[src/rtl/tt_pkg.sv]
// Shared types and helpers for the truth-table sweeper.
// Latency: n/a (types, constants and a combinational helper only).
// Backpressure: n/a.
package tt_pkg;

    typedef enum logic [1:0] {
        IDLE,
        DRIVE,
        SAMPLE,
        FINISH
    } tt_state_e;

    // Default expected table: F = A' + BC, bit i = F(stim==i).
    localparam logic [7:0] EXP_DEFAULT = 8'h8F;

    // Widest table lowest_set() can scan (N_IN up to 8).
    localparam int LS_W = 256;

    // Index of the lowest set bit of v; 0 when v is all zeros.
    function automatic logic [7:0] lowest_set(input logic [LS_W-1:0] v);
        lowest_set = '0;
        for (int i = LS_W - 1; i >= 0; i--) begin
            if (v[i]) begin
                lowest_set = 8'(i);
            end
        end
    endfunction

endpackage

[src/rtl/tt_settle_counter.sv]
// Loadable settle down-counter with a zero flag; reload value derived from SETTLE.
// Latency: load/decrement take effect on the next rising edge; zero_o is combinational from the count.
// Backpressure: none; decrement saturates at zero.
module tt_settle_counter #(
    parameter int SETTLE = 2
) (
    input  logic clk,
    input  logic rst,
    input  logic load_i,
    input  logic dec_i,
    output logic zero_o
);

    // The load edge itself is one cycle of the hold, so reload with SETTLE-1.
    localparam logic [3:0] RELOAD = (SETTLE == 0) ? 4'd0 : 4'(SETTLE - 1);

    logic [3:0] cnt_q;

    // Count register: load has priority over decrement; stop at zero.
    always_ff @(posedge clk) begin
        if (rst) begin
            cnt_q <= 4'd0;
        end else if (load_i) begin
            cnt_q <= RELOAD;
        end else if (dec_i && (cnt_q != 4'd0)) begin
            cnt_q <= cnt_q - 4'd1;
        end
    end

    assign zero_o = (cnt_q == 4'd0);

endmodule

[src/rtl/truth_table_sweeper.sv]
// Sweeps every input combination onto a combinational DUT, captures y into a truth table and grades it.
// Latency: SETTLE+1 cycles per vector; done pulses in cycle 2**N_IN*(SETTLE+1)+1 after the start-accept edge.
// Backpressure: none; start is only looked at in IDLE and is dropped otherwise. Option: TT_DUAL_DUT_EN.
module truth_table_sweeper
    import tt_pkg::*;
#(
    parameter int                  N_IN     = 3,
    parameter int                  SETTLE   = 2,
    parameter logic [2**N_IN-1:0]  EXPECTED = EXP_DEFAULT
) (
    input  logic                 clk,
    input  logic                 rst,
    input  logic                 start,
    input  logic                 y,
`ifdef TT_DUAL_DUT_EN
    input  logic                 y_b,
    output logic [2**N_IN-1:0]   table_b_q,
    output logic                 agree,
`endif
    output logic [N_IN-1:0]      stim,
    output logic                 busy,
    output logic                 done,
    output logic [2**N_IN-1:0]   table_q,
    output logic                 pass,
    output logic [N_IN-1:0]      first_fail
);

    localparam int TW = 2**N_IN;
    // With no settle time the first vector is sampled in its apply cycle.
    localparam tt_state_e VEC_ST = (SETTLE == 0) ? SAMPLE : DRIVE;

    tt_state_e            state_q;
    logic [N_IN:0]        idx_q;      // one spare bit: the sweep ends on compare, never on wrap
    logic [N_IN-1:0]      stim_q;
    logic                 busy_q;
    logic                 done_q;
    logic [TW-1:0]        tbl_q;
    logic                 pass_q;
    logic [N_IN-1:0]      ff_q;
    logic [TW-1:0]        tbl_nxt;
    logic [N_IN-1:0]      ff_nxt;
    logic                 last;
    logic                 cnt_zero;
    logic                 cnt_load;
    logic                 cnt_dec;
`ifdef TT_DUAL_DUT_EN
    logic [TW-1:0]        tblb_q;
    logic [TW-1:0]        tblb_nxt;
    logic                 agree_q;
`endif

    assign last     = (idx_q == (N_IN+1)'(TW - 1));
    assign cnt_load = ((state_q == IDLE) && start) || ((state_q == SAMPLE) && !last);
    assign cnt_dec  = (state_q == DRIVE);

    tt_settle_counter #(
        .SETTLE (SETTLE)
    ) u_settle (
        .clk    (clk),
        .rst    (rst),
        .load_i (cnt_load),
        .dec_i  (cnt_dec),
        .zero_o (cnt_zero)
    );

    // Table as it will look after this cycle's sample, so grading can happen on the final sample edge.
    always_comb begin
        tbl_nxt = tbl_q;
        tbl_nxt[idx_q[N_IN-1:0]] = y;
`ifdef TT_DUAL_DUT_EN
        tblb_nxt = tblb_q;
        tblb_nxt[idx_q[N_IN-1:0]] = y_b;
`endif
    end

    assign ff_nxt = N_IN'(lowest_set(LS_W'(tbl_nxt ^ EXPECTED)));

    // Sweep FSM with registered outputs; done/pass/first_fail land as FINISH is entered.
    always_ff @(posedge clk) begin
        if (rst) begin
            state_q <= IDLE;
            idx_q   <= '0;
            stim_q  <= '0;
            busy_q  <= 1'b0;
            done_q  <= 1'b0;
            tbl_q   <= '0;
            pass_q  <= 1'b0;
            ff_q    <= '0;
`ifdef TT_DUAL_DUT_EN
            tblb_q  <= '0;
            agree_q <= 1'b0;
`endif
        end else begin
            done_q <= 1'b0;
            case (state_q)
                IDLE: begin
                    if (start) begin
                        idx_q   <= '0;
                        stim_q  <= '0;
                        tbl_q   <= '0;
                        pass_q  <= 1'b0;
                        ff_q    <= '0;
                        busy_q  <= 1'b1;
`ifdef TT_DUAL_DUT_EN
                        tblb_q  <= '0;
                        agree_q <= 1'b0;
`endif
                        state_q <= VEC_ST;
                    end
                end
                DRIVE: begin
                    if (cnt_zero) begin
                        state_q <= SAMPLE;
                    end
                end
                SAMPLE: begin
                    tbl_q <= tbl_nxt;
`ifdef TT_DUAL_DUT_EN
                    tblb_q <= tblb_nxt;
`endif
                    if (last) begin
                        pass_q  <= (tbl_nxt == EXPECTED);
                        ff_q    <= ff_nxt;
`ifdef TT_DUAL_DUT_EN
                        agree_q <= (tbl_nxt == tblb_nxt);
`endif
                        done_q  <= 1'b1;
                        busy_q  <= 1'b0;
                        state_q <= FINISH;
                    end else begin
                        idx_q   <= idx_q + 1'b1;
                        stim_q  <= stim_q + 1'b1;
                        state_q <= VEC_ST;
                    end
                end
                FINISH: begin
                    state_q <= IDLE;
                end
                default: begin
                    state_q <= IDLE;
                end
            endcase
        end
    end

    assign stim       = stim_q;
    assign busy       = busy_q;
    assign done       = done_q;
    assign table_q    = tbl_q;
    assign pass       = pass_q;
    assign first_fail = ff_q;
`ifdef TT_DUAL_DUT_EN
    assign table_b_q  = tblb_q;
    assign agree      = agree_q;
`endif

endmodule

[config.mk]
export PLATFORM = sky130hd
export DESIGN_NAME = truth_table_sweeper
export DESIGN_NICKNAME = d
export VERILOG_FILES = /design/src/rtl/tt_pkg.sv /design/src/rtl/tt_settle_counter.sv /design/src/rtl/truth_table_sweeper.sv
export SDC_FILE = /design/constraint.sdc
export NUM_CORES = 1
export LEC_CHECK = 0
export ABC_AREA = 1
export ABC_CLOCK_PERIOD_IN_PS = 4600
export CORE_UTILIZATION = 31
export DETAILED_ROUTE_END_ITERATION = 7
export MAX_ROUTING_LAYER = met4
export PLACE_DENSITY_LB_ADDON = 0.15
export SLEW_MARGIN = 0
export SYNTH_ARGS = -nofsm -noshare
export SYNTH_HDL_FRONTEND = slang
export SYNTH_SLANG_ARGS = --single-unit
[constraint.sdc]
create_clock -name clk -period 4.6 [get_ports clk]
set_clock_uncertainty 0.15 [all_clocks]
set_input_delay 0.92 -clock clk [delete_from_list [all_inputs] [get_ports clk]]
set_output_delay 0.92 -clock clk [all_outputs]
set_load 0.02 [all_outputs]
==> run_results.csv <==
group,metric,value,unit
global_route,grt_util_all_layers,13.17,%
min_path,min_path_type,"flop to flop",
place,post-place-ws,1741,ps
critical_path,worstSetupStartpointType,"input port",
timing,slew_headroom,57.33,%
clock_network,cts_buffer_depth,2,
min_path,min_to,"first_fail[2]",
drt,avgViaCountPerCell,4.548,
drt,routed_wl,2896,µm
min_path,whs_path_depth,2,
clock_network,cts_tree,"yes",
critical_path,end_kind,"flop",
synthesis,syn_area,0.001400,mm²
min_path,min-delay-start,"first_fail[2]",
clock_network,htreeDepth,1,
synthesis,syn_area_per_cell,7.487,µm²
floorplan,die_w,69.21,µm
drt,vias,1178,
timing,setup_violations,0,
synthesis,syn-num-nets,194,
drt,first_pass_iters,4,
critical_path,reg2reg_depth,8,
clock_network,cts_root_buffer,"clkbuf_8",
critical_path,arrival,2590,ps
clock_network,post_cts_resized,0,
floorplan,dieArea,0.004789,mm²
drt,drt_iter0_markers,76,
pwr,total_leakage_power,0.0006722,µW
floorplan,io_pins,21,
critical_path,required,4630,ps
critical_path,worstPathMaxFanout,16,
clock_network,cts_buffers,3,
timing,finalCriticalPeriod,2562,ps
timing,drv_slew,0,
global_route,grt_pass1_wl,5002,µm
synthesis,synth_seq_cells,27,
critical_path,startpoint,"rst",
drt,post_drt_wl_per_cell,11.18,µm
pwr,power.density,269.8,mW/mm²
pwr,irDropWorstVdd,0.2112,mV
timing,hold_viol_final,0,
place,io_buffers,20,
timing,tightest_slew,638.0,ps
critical_path,r2r_end,"first_fail[1]",
critical_path,r2r_slack,2720,ps
global_route,grt.overflow.total,0,
floorplan,coreArea,0.004354,mm²
synthesis,netlist_instances,187,
synthesis,seq_area_frac_synth,38.61,%
final_layout,nNetsFinal,215,
floorplan,die_h,69.21,µm
flow_run,cap_viol_max_count,0,
clock_network,clk_latency,280,ps
place,gp_congestion,0.8176,
floorplan,start_util,32.16,%
critical_path,reg2reg_from,"idx_q[0]",
clock_network,cts.sinks,27,
clock_network,path_clk_slew,100,ps
clock_network,ctsHoldBuffers,0,
synthesis,yosys_warnings,0,
place,placed_cells,255,
final_layout,drive_gt1_share,12.08,%
global_route,grt_max_degree,17,
timing,grt_setup_unrepaired,"false",
drt,drcViolationCount,0,
synthesis,synth.distinct_cells,35,
clock_network,post_cts_buffers,0,
status,status,"finished clean",
timing,setup-tns-final,0,ps
final_layout,fin_cells,259,
critical_path,crit_type,"input port to flop",
floorplan,num_rows,24,
final_layout,area_delta_synth_final,20.46,%
timing,finalWorstSetupSlack,2038,ps
drt,antenna_left,0,
global_route,antenna_found_initial,0,
timing,period_share,55.71,%
place,dp_hpwl,2180,µm
timing,max_clock_freq,0.3902,GHz
final_layout,diodes,0,
global_route,first_global_vias,1084,
[cell type report]
class	count	area (µm²)
clock buffer	3	41.29
inverter	28	111.4
fill	453	2668
timing repair buffer	20	200.2
tap	52	65.06
clock inverter	1	7.507
sequential	27	540.5
multi-input combinational	128	720.7
[placed cells by master, fill, tap and decap left out]
cell / n
inv_6: 1
o21ai_0: 5
clkdlybuf4s50_1: 20
nand2_1: 42
o21a_1: 1
nor2_4: 3
nand2_4: 1
nand4_1: 1
xor2_1: 1
nor2_2: 1
nor3_4: 1
a2bb2oi_1: 1
and3_1: 1
clkbuf_8: 3
a21oi_2: 1
o21bai_1: 1
nand3_2: 1
ha_1: 3
a2111oi_2: 1
nor2_1: 14
dfxtp_1: 27
o21ai_4: 1
inv_2: 4
o21ai_1: 5
nor3_1: 5
clkinv_2: 1
clkinvlp_4: 1
nor2_8: 1
nand2_2: 3
a32o_1: 2
a21oi_1: 21
nand3_1: 10
inv_1: 22
a31oi_4: 1
[through the flow]
step | hold slack [ps] | util [%] | cell area, µm² | power, µW
floorplan | 349.7 | - | 1400 | 298.1
global placement | 304.9 | 37.61 | 1638 | 317.9
detailed placement | 308.4 | 37.61 | 1638 | 317.2
CTS | 328.1 | 38.74 | 1687 | 461.7
global route | 336.3 | 38.74 | 1687 | 481.3
finish | 322.2 | 38.74 | 1687 | 455.0
[synth_stat cells (all sizes together)]
library cell,number,area [µm²]
nand2,46,187.7
and3,1,6.260
nor2,19,112.6
a2111oi,1,15.01
nand4,1,6.260
nand3,11,60.06
xor2,1,8.760
a21oi,22,113.9
clkinv,1,5.000
buf,3,23.77
a32o,2,20.02
ha,3,37.54
o21bai,1,7.510
inv,27,106.4
nor3,6,41.29
o21ai,11,66.31
dfxtp,27,540.5
o21a,1,7.510
a2bb2oi,1,8.760
a31oi,1,21.27
clkbuf,1,3.750
[where the power goes]
group	internal, µW	switching, µW
logic	22.4	41.9
clock network	61.7	82.3
registers	240	6.28
total	325	130
[state kept, by name, summed over array words and instances, names as in the netlist]
signal and count:
state_q 2, done 1, first_fail 3, busy 1
table_q 8, pass 1, stim 3, u_settle.cnt_q 4
idx_q 4
[cells by family after synthesis]
kind of cell,Yosys count,share of synthesized area (%)
adder cells (fa/ha/maj),3,2.681
XOR/XNOR,1,0.6257
AND/OR/NAND/NOR,84,29.58
AO/OA/AOI/OAI,40,18.59
buffers and inverters,32,9.919
flip-flops,27,38.61
[per-layer routing]
metal	vias up	wire [µm]	track usage, %
met5	-	0	-
met4	0	19	2.721
met3	4	85	3.634
met2	13	1277	19.85
met1	514	1514	17.68
li1	647	-	-
[worst max-delay path by stage]
| stage | endpoint | slack, ps |
|---|---|---|
| floorplan | first_fail[1] | 2730 |
| global placement | idx_q[1] | 1780 |
| detailed placement | stim[1] | 1740 |
| CTS | stim[1] | 2050 |
| global route | idx_q[1] | 1910 |
| finish | stim[1] | 2040 |
[critical path, cell delays in order]
cell and delay [ps]:
clkdlybuf4s50_1 880, inv_1 260, nand2_1 250, nor2_4 80, a32o_1 200
Power figures use the tool's default switching activity.
